**config.mk**
```make
export PLATFORM = sky130hd
export DESIGN_NAME = seg_dynamic_scan
export DESIGN_NICKNAME = d
export VERILOG_FILES = /design/src/rtl/seg_pkg.sv /design/src/rtl/seg_decode.sv /design/src/rtl/seg_dynamic_scan.sv
export SDC_FILE = /design/constraint.sdc
export NUM_CORES = 1
export LEC_CHECK = 0
export ABC_AREA = 1
export ABC_CLOCK_PERIOD_IN_PS = 1710
export CAP_MARGIN = 10
export CORE_ASPECT_RATIO = 0.9
export CORE_MARGIN = 1
export CORE_UTILIZATION = 50
export CTS_CLUSTER_DIAMETER = 40
export DETAILED_ROUTE_END_ITERATION = 16
export PLACE_DENSITY = 0.76
export SYNTH_ARGS = -nofsm -noshare
export SYNTH_HDL_FRONTEND = slang
export SYNTH_SLANG_ARGS = --single-unit
```
**constraint.sdc**
```tcl
create_clock -name sys_clk -period 1.71 [get_ports sys_clk]
set_input_delay 0.2565 -clock sys_clk [delete_from_list [all_inputs] [get_ports sys_clk]]
set_output_delay 0.2565 -clock sys_clk [all_outputs]
set_load 0.01 [all_outputs]
```
**src/rtl/seg_pkg.sv**
```systemverilog
// Shared constants for the six-digit seven-segment scanner.
// All segment codes are active-low {dp,g,f,e,d,c,b,a} with the dp bit off.
package seg_pkg;

  localparam int DIG_NUM = 6;
  localparam logic [2:0] LAST_IDX = 3'(DIG_NUM - 1);

  localparam logic [7:0] SEG_0     = 8'hC0;
  localparam logic [7:0] SEG_1     = 8'hF9;
  localparam logic [7:0] SEG_2     = 8'hA4;
  localparam logic [7:0] SEG_3     = 8'hB0;
  localparam logic [7:0] SEG_4     = 8'h99;
  localparam logic [7:0] SEG_5     = 8'h92;
  localparam logic [7:0] SEG_6     = 8'h82;
  localparam logic [7:0] SEG_7     = 8'hF8;
  localparam logic [7:0] SEG_8     = 8'h80;
  localparam logic [7:0] SEG_9     = 8'h90;
  localparam logic [7:0] SEG_MINUS = 8'hBF;
  localparam logic [7:0] SEG_BLANK = 8'hFF;
  localparam logic [7:0] SEG_E     = 8'h86;

  localparam logic [5:0] SEL_OFF = 6'b111111;

endpackage

```
**src/rtl/seg_decode.sv**
```systemverilog
// BCD to active-low seven-segment decoder (no decimal point).
// Non-BCD codes 10-15 display an "E" so bad upstream data is visible.
module seg_decode
  import seg_pkg::*;
(
  input  logic [3:0] bcd,
  output logic [6:0] seg
);

  // Pure lookup from digit value to segment pattern
  always_comb begin
    seg = SEG_E[6:0];
    case (bcd)
      4'd0:    seg = SEG_0[6:0];
      4'd1:    seg = SEG_1[6:0];
      4'd2:    seg = SEG_2[6:0];
      4'd3:    seg = SEG_3[6:0];
      4'd4:    seg = SEG_4[6:0];
      4'd5:    seg = SEG_5[6:0];
      4'd6:    seg = SEG_6[6:0];
      4'd7:    seg = SEG_7[6:0];
      4'd8:    seg = SEG_8[6:0];
      4'd9:    seg = SEG_9[6:0];
      default: seg = SEG_E[6:0];
    endcase
  end

endmodule

```
**src/rtl/seg_dynamic_scan.sv**
```systemverilog
// Time-multiplexed driver for a 6-digit common-anode seven-segment display.
// Data is captured once per frame so a frame never mixes old and new values;
// leading zeros are blanked and a minus sign sits just left of the top digit.
module seg_dynamic_scan
  import seg_pkg::*;
#(
  parameter logic [15:0] CNT_MAX   = 16'd49_999,
  parameter logic [15:0] BLANK_CYC = 16'd50
) (
  input  logic       sys_clk,
  input  logic       sys_rst,
  input  logic [3:0] unit,
  input  logic [3:0] ten,
  input  logic [3:0] hun,
  input  logic [3:0] tho,
  input  logic [3:0] ten_tho,
  input  logic [3:0] hun_hun,
  input  logic       sign,
  input  logic [5:0] point,
  input  logic       seg_en,
  output logic [5:0] sel,
  output logic [7:0] seg
);

  logic [15:0]                  cnt;
  logic [2:0]                   idx;
  logic [DIG_NUM-1:0][3:0]      snap_dig;
  logic                         snap_sign;
  logic [DIG_NUM-1:0]           snap_point;
  logic                         slot_end;
  logic                         frame_end;
  logic [2:0]                   msd;
  logic [3:0]                   cur_dig;
  logic [6:0]                   dig_seg;
  logic [6:0]                   body_seg;

  assign slot_end  = (cnt == CNT_MAX);
  assign frame_end = slot_end && (idx == LAST_IDX);
  assign cur_dig   = snap_dig[idx];

  // Slot counter and digit index: one slot per digit, index wraps after digit 5
  always_ff @(posedge sys_clk or posedge sys_rst) begin
    if (sys_rst) begin
      cnt <= '0;
      idx <= '0;
    end else if (slot_end) begin
      cnt <= '0;
      idx <= (idx == LAST_IDX) ? 3'd0 : idx + 3'd1;
    end else begin
      cnt <= cnt + 16'd1;
    end
  end

  // Capture all display data at the very end of a frame
  always_ff @(posedge sys_clk or posedge sys_rst) begin
    if (sys_rst) begin
      snap_dig   <= '0;
      snap_sign  <= 1'b0;
      snap_point <= '0;
    end else if (frame_end) begin
      snap_dig   <= {hun_hun, ten_tho, tho, hun, ten, unit};
      snap_sign  <= sign;
      snap_point <= point;
    end
  end

  // Highest non-zero digit; stays 0 for an all-zero value so digit 0 still shows
  always_comb begin
    if      (snap_dig[5] != 4'd0) msd = 3'd5;
    else if (snap_dig[4] != 4'd0) msd = 3'd4;
    else if (snap_dig[3] != 4'd0) msd = 3'd3;
    else if (snap_dig[2] != 4'd0) msd = 3'd2;
    else if (snap_dig[1] != 4'd0) msd = 3'd1;
    else                          msd = 3'd0;
  end

  seg_decode u_decode (
    .bcd (cur_dig),
    .seg (dig_seg)
  );

  // Choose digit, minus sign or blank for the current position
  always_comb begin
    body_seg = SEG_BLANK[6:0];
    if (idx <= msd) begin
      body_seg = dig_seg;
    end else if (snap_sign && (msd != LAST_IDX) && (idx == msd + 3'd1)) begin
      body_seg = SEG_MINUS[6:0];
    end
  end

  // Registered pin drivers with a dark gap at the start of every slot
  always_ff @(posedge sys_clk or posedge sys_rst) begin
    if (sys_rst) begin
      sel <= SEL_OFF;
      seg <= SEG_BLANK;
    end else if (!seg_en || (cnt < BLANK_CYC)) begin
      sel <= SEL_OFF;
      seg <= SEG_BLANK;
    end else begin
      sel <= ~(6'b1 << idx);
      seg <= {~snap_point[idx], body_seg};
    end
  end

endmodule

```
==> run summary, run 1 <==
outcome -> finished, violations left
violated checks -> negative setup slack
drt drc -> 0
DP HPWL -> 6690 um
Tmin final -> 2.02 ns
Largest stage delay, worst path -> 0.43 ns
worst path cell trace -> nor4_4 -> o21ai_2 -> nand2_1 -> nand2_2 -> ha_4 -> buf_4 -> inv_2 -> o21ai_2 -> inv_1 -> nor2_1 -> nand2_1 -> nand2_1
Synth async-reset ratio -> 100%
RSZ-0062 raised after global routing -> true
PD cells -> 544 nW/um^2
die height -> 83.3 um
Slew headroom -> 69.0%
post-synth top area cell -> dfrtp_1
H-tree lvl count -> 3
Overflow after GRT -> 0
I/O Buffers -> 47
Worst Skew -> 0.0120 ns
synth-to-layout area growth -> 37.5%
count leader, synth -> nand2_1
Post-Route WL -> 9260 um
EDFF count, synth -> 0
GRT Total Usage -> 24.9%
met3 WL -> 312 um
Worst Hold Slack -> 0.283 ns
fraction of layout cells with a size suffix above 1 -> 30.2%
clock tree buffer depth -> 2
drt wl/cell -> 13.9 um
# diodes -> 0
Hold Path Class -> primary input to asynchronous set/reset pin
pin count of the biggest net entering global routing -> 25
TNS Setup -> -2.00 ns
Initial Util -> 51.9%
Final Slew Violations -> 0
Avg Inst Size Synth -> 8.04 um^2
#FFs+latches synth -> 64
Final ANT Viol Nets -> 0
met2 WL post-DR -> 4630 um
IO Count -> 48
CP Launch Type -> flip-flop
first-pass GRT wire length -> 14800 um
count of cell types in the netlist -> 38
Fmax -> 496 MHz
highest routed layer -> met4
clk sinks -> 64
Clock Tree Root -> clkbuf_8
Post-synth top cells -> 117 x nand2_1, 57 x inv_1, 50 x dfrtp_1
slowest CP cell -> dfrtp_1
Clock Latency Late Sink -> 0.34 ns
First-pass DRT Iterations -> 4
Worst-path clk slew -> 0.07 ns
die area -> 7690 um^2
leakage -> 2.39 nW
DRT met1 WL -> 4120 um
Synth Warn # -> 0
Post-Syn Area -> 3670 um^2
post-synthesis cell count -> 457
die extent in x -> 92.3 um
setup slack after layout -> -0.307 ns
worst slew pin tran -> 0.464 ns
antenna violations before repair -> 0
maximum vdd drop -> 402 uV
Synth top area share -> 34.1%
crit share post-route -> 118%
top area cells in the synthesized netlist -> dfrtp_1 34%, nand2_1 12%, dfstp_2 10%, inv_1 5.8%, nand2_2 4.8%
Final Setup Violations -> 7
Post-synth top flop -> dfrtp_1
max_cap viols -> 0
CTS tree -> yes
critical path class -> flip-flop to flip-flop
arrival time at the worst endpoint -> 2.29 ns
NumNets Final -> 611
Critical Path RT -> 1.99 ns
total CTS buffers -> 9
Via Count -> 3336
number of global-route vias before repair -> 3267
Final Power -> 0.00274 W
dpl ws -> -0.222 ns
Final Wtd Congestion -> 0.889
endpoint kind of the worst setup timing path -> flip-flop
core area -> 7080 um^2
final hold violation count -> 0
most frequent CP cell -> nand2_1
critical path peak fanout -> 2
Starting DRT DRC Count -> 151
Mapped Nets -> 501
register area share after synthesis -> 44.1%
vias per inst -> 5.02
Rows -> 29
post-layout util -> 71.4%
-- final cells by class --
| class | count | area, um^2 |
|---|---|---|
| fillers | 548 | 2030 |
| repair buffers | 111 | 1090 |
| clock inverters | 1 | 5.00 |
| inverters | 63 | 245 |
| clock buffers | 15 | 156 |
| multi-input cells | 318 | 1810 |
| well taps | 93 | 116 |
| flip-flops and latches | 64 | 1620 |
-- final timing paths --
path,slack (ns),startpoint,depth (start not counted),to
worst max-delay path,-0.31,snap_dig[7],12,seg[6]
min in group sys_clk,0.46,ten_tho[1],3,snap_dig[17]
worst min-delay path,0.28,sys_rst,2,cnt[9]
worst min register to register,0.47,cnt[0],1,cnt[0]
worst max register to register,-0.31,snap_dig[7],12,seg[6]
max in group asynchronous,0.90,sys_rst,3,sel[2]
-- cell usage in the layout (no fill, tap or decap), types with 12 or more instances in the layout --
master and instances:
nand2_1 113, inv_1 54, buf_4 53, dfrtp_1 48, clkdlybuf4s50_1 47, nor2_1 35
nand2_2 31, nand3_1 30, o21ai_0 26, dfstp_2 14, o21ai_2 12
-- worst max-delay path, delay by kind of cell, from the launching register on --
kind,cells,cell delay (ns)
AO/OA/AOI/OAI,2,0.26
AND/OR/NAND/NOR,6,0.76
flip-flops,1,0.43
adder cells (fa/ha/maj),1,0.28
buffers and inverters,3,0.21
-- flip-flops by register name (all words and copies together) (netlist names) --
signal,count
snap_sign,1
sel,6
idx,3
cnt,16
snap_dig,24
snap_point,6
seg,8
-- per-stage QoR --
step	cell area, um^2	instances
finish	5050	665
global route	5050	665
CTS	4750	647
detailed placement	4550	631
global placement	4550	631
floorplan	3690	457
-- layer usage --
metal,global-route usage [%],vias to the layer above
met1,31.6,1580
met3,4.58,15
met5,0,-
li1,-,1651
met4,9.38,0
met2,42.1,90
-- logic make-up (layout without fill, tap and decap cells) --
logic type      after synthesis  count (layout)  share of synthesized area (%)
fa+ha+maj                    10              10                           3.41
compound gates               49              49                           8.14
xor+xnor                     11              11                           2.62
simple gates                248             248                           31.6
buf+inv                      75             190                           10.1
flops                        64              64                           44.1
-- repair_timing --
item                       in CTS  in global routing
resized for setup              10                 21
cloned                          0                  4
hold buffers                    0                  0
hold endpoints to repair        0                  0
setup buffers                   0                 14
setup endpoints to repair       7                 20
pin swaps                       6                 12
-- report_power, final --
group	internal, W	leakage, nW	switching (W)
clock	0.000567	0.0817	0.000534
sequential	0.00152	0.666	0
combinational	0.0000769	1.65	0.0000511
Note: power is estimated with default switching activity, not from simulation.
==> run 2, diff against run 1 <==
--- a/config.mk
+++ b/config.mk
@@ -13,7 +13,10 @@
 export CORE_UTILIZATION = 50
 export CTS_CLUSTER_DIAMETER = 40
 export DETAILED_ROUTE_END_ITERATION = 16
+export GPL_ROUTABILITY_DRIVEN = 0
+export HOLD_SLACK_MARGIN = 0.05
 export PLACE_DENSITY = 0.76
+export SLEW_MARGIN = 20
 export SYNTH_ARGS = -nofsm -noshare
 export SYNTH_HDL_FRONTEND = slang
 export SYNTH_SLANG_ARGS = --single-unit
==> run 2 against run 1 <==
Effect of this change:
- the flow still finishes with violations (negative setup slack)
- critical path depth unchanged
- combinational power shrank 7%
- clock-buffer cell count unchanged
- critical endpoint unchanged
- die area stayed put
==> run summary, run 2 (synthesis results as in run 1) <==
outcome -> finished, violations left
violated checks -> negative setup slack
leakage -> 2.33 nW (-2.9%)
Hold Path Class -> primary input to asynchronous set/reset pin
GRT Total Usage -> 25.2% (+0.27 points)
Starting DRT DRC Count -> 270 (+79%)
number of global-route vias before repair -> 3235 (-0.98%)
crit share post-route -> 115% (-2.9 points)
switching part of the total -> 21.6% (+0.28 points)
Clock Latency Late Sink -> 0.36 ns (+0.02 ns)
sequential cell area -> 1620 um^2 (-0.15%)
Initial Util -> 51.9% (unchanged)
final hold violation count -> 0 (unchanged)
most frequent cells in the layout -> 113 x nand2_1, 55 x inv_1, 50 x dfrtp_1
commonest non-fill, non-tap cell in the layout -> nand2_1
largest registers -> snap_dig: 24 flops, cnt: 16 flops, seg: 8 flops
H-tree lvl count -> 3 (unchanged)
Multi-input gate area -> 1810 um^2 (unchanged)
worst r2r path cells -> 12 (unchanged)
core area -> 7080 um^2 (unchanged)
Rows -> 29 (unchanged)
antenna violations before repair -> 0 (unchanged)
fillers -> 547 (-0.18%)
pin count of the biggest net entering global routing -> 65 (+160%)
die area -> 7690 um^2 (unchanged)
GRT busiest layer -> met2
Post-DP Area -> 4480 um^2 (-1.5%)
Reg power frac -> 54.2% (-1.0 points)
Cell Count, Final, Fillers Out -> 651 (-2.1%)
Top reg by flops -> snap_dig
Overflow after GRT -> 0 (unchanged)
drt wl/cell -> 13.7 um (-2.0%)
dpl ws -> -0.220 ns (+0.00206 ns)
clk sinks -> 64 (unchanged)
Critical Path RT -> 1.99 ns (about the same)
Post-Route WL -> 8890 um (-4.0%)
net switching power -> 0.000604 W (+3.2%)
P_int -> 0.00219 W (+1.5%)
first-pass GRT wire length -> 15000 um (+1.6%)
Clock Tree Root -> clkbuf_8
Fmax -> 508 MHz (+2.6%)
PD cells -> 570 nW/um^2 (+4.9%)
NumNets Final -> 597 (-2.3%)
grt met3 use -> 7.42% (+2.8 points)
First-pass DRT Iterations -> 4 (unchanged)
maximum vdd drop -> 432 uV (+7.5%)
capturing point of the worst reg2reg path -> seg[6]
GR Util met2 -> 40.9% (-1.1 points)
Via Count -> 3277 (-1.8%)
Worst Skew -> 0.0124 ns (+0.000442 ns)
vias per inst -> 5.03 (+0.34%)
Final Setup Violations -> 7 (unchanged)
R2R Setup Slk -> -0.26 ns (+0.05 ns)
endpoint kind of the worst setup timing path -> flip-flop
synth-to-layout area growth -> 33.6%
Worst Hold Slack -> 0.364 ns (+0.0812 ns)
met1 usage -> 31.9% (+0.25 points)
power share of the clock group -> 41.5% (+1.4 points)
Tmin final -> 1.97 ns (-0.0504 ns)
setup slack after layout -> -0.257 ns (+0.0504 ns)
RR Startpoint -> snap_dig[4]
IO Count -> 48 (unchanged)
max_cap viols -> 0 (unchanged)
TNS Setup -> -1.52 ns (+0.475 ns)
Final Slew Violations -> 0 (unchanged)
drt drc -> 0 (unchanged)
Final ANT Viol Nets -> 0 (unchanged)
Slew headroom -> 77.0% (+8.0 points)
die height -> 83.3 um (unchanged)
critical path peak fanout -> 3 (+1)
max FFs per register -> 24 (unchanged)
worst slew pin tran -> 0.345 ns (-0.120 ns)
combinational share of power -> 4.3% (-0.4 points)
Worst-path clk slew -> 0.06 ns (about the same)
CP Launch Type -> flip-flop
design area -> 4900 um^2 (-2.9%)
I/O Buffers -> 47 (unchanged)
clock tree buffer depth -> 2 (unchanged)
total CTS buffers -> 9 (unchanged)
critical path class -> flip-flop to flip-flop
placed cells -> 625 (-0.95%)
# diodes -> 0 (unchanged)
die extent in x -> 92.3 um (unchanged)
arrival time at the worst endpoint -> 2.25 ns (-0.04 ns)
fraction of layout cells with a size suffix above 1 -> 28.1% (-2.1 points)
DP HPWL -> 6160 um (-8.0%)
CTS tree -> yes
RSZ-0062 raised after global routing -> true
[run 2: cell types whose count changed in the layout (fill, tap and decap cells not counted), moves of 2 or more]
cell | previous run | this run
nor3_4 | 2 | 0
buf_4 | 53 | 40
buf_6 | 1 | 4
buf_12 | 6 | 3
nand3_1 | 30 | 32
dfrtp_1 | 48 | 50
dfrtp_2 | 2 | 0
nor3_2 | 0 | 2
nand3_2 | 6 | 3
[run 2: how the worst max path moves through the flow]
stage	end	slack [ns]	depth (start not counted)	from
2_1_floorplan	seg[6]	-0.03	12	snap_dig[11]
4_1_cts	seg[6]	-0.21	12	snap_dig[11]
6_report	seg[6]	-0.26	12	snap_dig[4]
3_3_place_gp	seg[2]	-0.16	10	snap_dig[4]
3_5_place_dp	seg[6]	-0.22	11	snap_dig[4]
5_1_grt	seg[6]	-0.44	12	snap_dig[9]
[run 2: layout make-up]
cell class	count	share of cell area, %
clock buffers	15	3.39
clock inverters	1	0.102
multi-input cells	318	37.0
flip-flops and latches	64	33.0
repair buffers	97	19.2
inverters	63	4.95
well taps	93	2.37
[run 2: power by group through the flow]
stage	sequential (W)	clock, W	combinational (W)
after global routing	0.00151	0.00125	0.000132
after CTS	0.00152	0.00119	0.000122
after global placement	0.00154	0	0.000120
after floorplan	0.00154	0	0.0000223
after detailed placement	0.00154	0	0.000122
final	0.00152	0.00116	0.000119
[run 2: metrics by stage]
step                power (W)  util [%]
floorplan             0.00156         -
global placement      0.00166      63.3
detailed placement    0.00166      63.3
CTS                   0.00282      66.6
global route          0.00290      69.3
finish                0.00280      69.3
[run 2: per-layer routing]
layer / part of all wire [%] / vias to the layer above
met3: 4.7 / 20
li1: - / 1623
met4: 2.5 / 0
met5: 0 / -
met1: 43 / 1534
met2: 50 / 100
[run 2: critical path, stage by stage (launching register included)]
cell	delay [ns]
dfrtp_1	0.42
nor4_4	0.32
o21ai_2	0.09
nand2_1	0.08
nand2_2	0.11
ha_4	0.28
inv_1	0.03
nand2_1	0.07
nand3_2	0.08
nor2_2	0.12
nand3_1	0.10
a21oi_2	0.13
nand2_1	0.06
[run 2: what timing repair did]
| item | 4_1_cts | 5_1_grt |
|---|---|---|
| pin swaps | 7 | 10 |
| resized for setup | 9 | 22 |
| setup endpoints to repair | 7 | 22 |
| hold buffers | 0 | 0 |
| gates cloned | 0 | 3 |
| buffers inserted | 2 | 5 |
==> run 3, diff against run 2 <==
--- a/config.mk
+++ b/config.mk
@@ -10,12 +10,13 @@
 export CAP_MARGIN = 10
 export CORE_ASPECT_RATIO = 0.9
 export CORE_MARGIN = 1
-export CORE_UTILIZATION = 50
+export CORE_UTILIZATION = 55
 export CTS_CLUSTER_DIAMETER = 40
 export DETAILED_ROUTE_END_ITERATION = 16
+export DONT_BUFFER_PORTS = 1
 export GPL_ROUTABILITY_DRIVEN = 0
 export HOLD_SLACK_MARGIN = 0.05
-export PLACE_DENSITY = 0.76
+export PLACE_DENSITY = 0.73
 export SLEW_MARGIN = 20
 export SYNTH_ARGS = -nofsm -noshare
 export SYNTH_HDL_FRONTEND = slang
==> run 3 against run 2 <==
Effect of this change:
- the flow still finishes with violations (negative setup slack)
- sequential share of layout area is 1.3 points higher
- die area shrank 8.9%
- combinational power fell by 16%
- routed wire length up 2.1%
- first-iteration DRC count fell by 20%
- final area shrank 3.8%
- critical path depth unchanged
- via count is 1.0% lower
==> run summary, run 3 (synthesis results as in run 1) <==
Cell Count, Final, Fillers Out -> 636 (-2.3%)
H-tree lvl count -> 3 (unchanged)
Rows -> 27 (-6.9%)
grt met3 use -> 7.03% (-0.39 points)
Worst Skew -> 0.00623 ns (-0.00621 ns)
worst slew pin tran -> 0.498 ns (+0.153 ns)
commonest non-fill, non-tap cell in the layout -> nand2_1
CP Launch Type -> flip-flop
violated checks -> negative setup slack
Final Slew Violations -> 0 (unchanged)
die height -> 79.5 um (-4.5%)
first-pass GRT wire length -> 15000 um (unchanged)
drt drc -> 0 (unchanged)
total CTS buffers -> 9 (unchanged)
Initial Util -> 58.4% (+6.5 points)
drt wl/cell -> 14.3 um (+4.5%)
synth-to-layout area growth -> 28.4%
met1 usage -> 37.3% (+5.4 points)
Tmin final -> 1.91 ns (-0.0525 ns)
leakage -> 2.24 nW (-3.6%)
I/O Buffers -> 0 (-100%)
die extent in x -> 88.1 um (-4.6%)
First-pass DRT Iterations -> 5 (+1)
Critical Path RT -> 2.00 ns (about the same)
pin count of the biggest net entering global routing -> 43 (-34%)
design area -> 4720 um^2 (-3.8%)
Worst-path clk slew -> 0.07 ns (about the same)
die area -> 7010 um^2 (-8.9%)
outcome -> finished, violations left
final hold violation count -> 0 (unchanged)
# diodes -> 0 (unchanged)
net switching power -> 0.000598 W (-0.98%)
post-layout util -> 75.1% (+5.8 points)
dpl ws -> -0.200 ns (+0.0202 ns)
largest registers -> snap_dig: 24 flops, cnt: 16 flops, seg: 8 flops
NumNets Final -> 588 (-1.5%)
most frequent cells in the layout -> 116 x nand2_1, 55 x inv_1, 50 x buf_4
IO Count -> 48 (unchanged)
PD cells -> 597 nW/um^2 (+4.7%)
critical path peak fanout -> 2 (-1)
Via Count -> 3244 (-1.0%)
Top reg by flops -> snap_dig
Final Setup Violations -> 7 (unchanged)
arrival time at the worst endpoint -> 2.20 ns (-0.05 ns)
Starting DRT DRC Count -> 215 (-20%)
Slew headroom -> 66.7% (-10 points)
antenna violations before repair -> 0 (unchanged)
vias per inst -> 5.10 (+1.3%)
GR Util met2 -> 45.0% (+4.0 points)
GRT Total Usage -> 28.6% (+3.4 points)
Hold Path Class -> primary input to flip-flop
TNS Setup -> -1.00 ns (+0.521 ns)
CTS tree -> yes
placed cells -> 583 (-6.7%)
clock tree buffer depth -> 2 (unchanged)
switching part of the total -> 21.2% (-0.35 points)
P_int -> 0.00222 W (+1.1%)
power share of the clock group -> 42.6% (+1.1 points)
max FFs per register -> 24 (unchanged)
number of global-route vias before repair -> 3181 (-1.7%)
Post-Route WL -> 9070 um (+2.1%)
fraction of layout cells with a size suffix above 1 -> 28.1% (-0.085 points)
GRT busiest layer -> met2
Clock Tree Root -> clkbuf_8
RSZ-0062 raised after global routing -> true
combinational share of power -> 3.6% (-0.7 points)
critical path class -> flip-flop to flip-flop
endpoint kind of the worst setup timing path -> flip-flop
fillers -> 445 (-19%)
Post-DP Area -> 4090 um^2 (-8.8%)
maximum vdd drop -> 631 uV (+46%)
setup slack after layout -> -0.204 ns (+0.0525 ns)
max_cap viols -> 0 (unchanged)
Final ANT Viol Nets -> 0 (unchanged)
Reg power frac -> 53.9% (-0.3 points)
crit share post-route -> 112% (-3.1 points)
DP HPWL -> 6180 um (+0.36%)
Fmax -> 522 MHz (+2.7%)
core area -> 6280 um^2 (-11%)
Clock Latency Late Sink -> 0.35 ns (about the same)
clk sinks -> 64 (unchanged)
Overflow after GRT -> 0 (unchanged)
[run 3: changes by cell type in the layout (fill, tap and decap cells not counted), sizes merged]
cell / previous run / this run
clkbuf: 17 / 18
buf: 48 / 55
dlygate4sd3: 0 / 31
clkdlybuf4s50: 47 / 0
clkinv: 2 / 1
[run 3: critical path: stages (launching register included)]
cell	delay [ns]
dfrtp_1	0.41
nor4_4	0.29
inv_1	0.06
o21ai_1	0.12
nand2_1	0.07
nand2_2	0.07
ha_1	0.24
nor2_1	0.10
nand3_1	0.08
nor2_1	0.10
nand3_1	0.11
a21oi_2	0.13
nand2_1	0.06
[run 3: metrics by stage]
| step | hold WS, ns | power, W |
|---|---|---|
| 2_1_floorplan | 0.355 | 0.00156 |
| 3_3_place_gp | 0.181 | 0.00158 |
| 3_5_place_dp | 0.190 | 0.00158 |
| 4_1_cts | 0.0570 | 0.00284 |
| 5_1_grt | 0.0571 | 0.00292 |
| 6_report | 0.0592 | 0.00281 |
[run 3: power groups by stage]
stage / clock, W / combinational (W) / sequential [W]
after floorplan: 0 / 0.0000223 / 0.00154
after global placement: 0 / 0.0000360 / 0.00154
final: 0.00120 / 0.000100 / 0.00152
after CTS: 0.00122 / 0.000102 / 0.00152
after global routing: 0.00129 / 0.000110 / 0.00151
after detailed placement: 0 / 0.0000369 / 0.00154
[run 3: what timing repair did]
item / CTS / global route
hold endpoints to repair: 39 / 0
gates cloned: 0 / 3
buffers inserted: 1 / 2
setup endpoints to repair: 7 / 24
pin swaps: 1 / 4
resized for setup: 4 / 7
hold buffers: 31 / 0
[run 3: layout make-up]
cell class	count	area, um^2	share of cell area, %
timing repair buffer	88	827	17.5
inverter	63	243	5.15
clock buffer	16	180	3.82
sequential	64	1620	34.4
multi-input combinational	318	1740	36.8
tap	87	109	2.31
[run 3: routing by layer]
| layer | vias to the layer above | wire [um] |
|---|---|---|
| met4 | 0 | 291 |
| met5 | - | 0 |
| met3 | 30 | 536 |
| li1 | 1602 | - |
| met2 | 122 | 4320 |
| met1 | 1490 | 3920 |
[run 3: final timing paths]
| kind | from | endpoint | slack (ns) | cells past startpoint |
|---|---|---|---|---|
| max | snap_dig[8] | seg[6] | -0.20 | 12 |
| min | hun_hun[2] | snap_dig[22] | 0.06 | 2 |
| max reg2reg | snap_dig[8] | seg[6] | -0.20 | 12 |
| min reg2reg | cnt[0] | cnt[0] | 0.48 | 1 |
| max in group asynchronous | sys_rst | seg[7] | 0.66 | 3 |
| min in group asynchronous | sys_rst | snap_dig[17] | 0.42 | 2 |
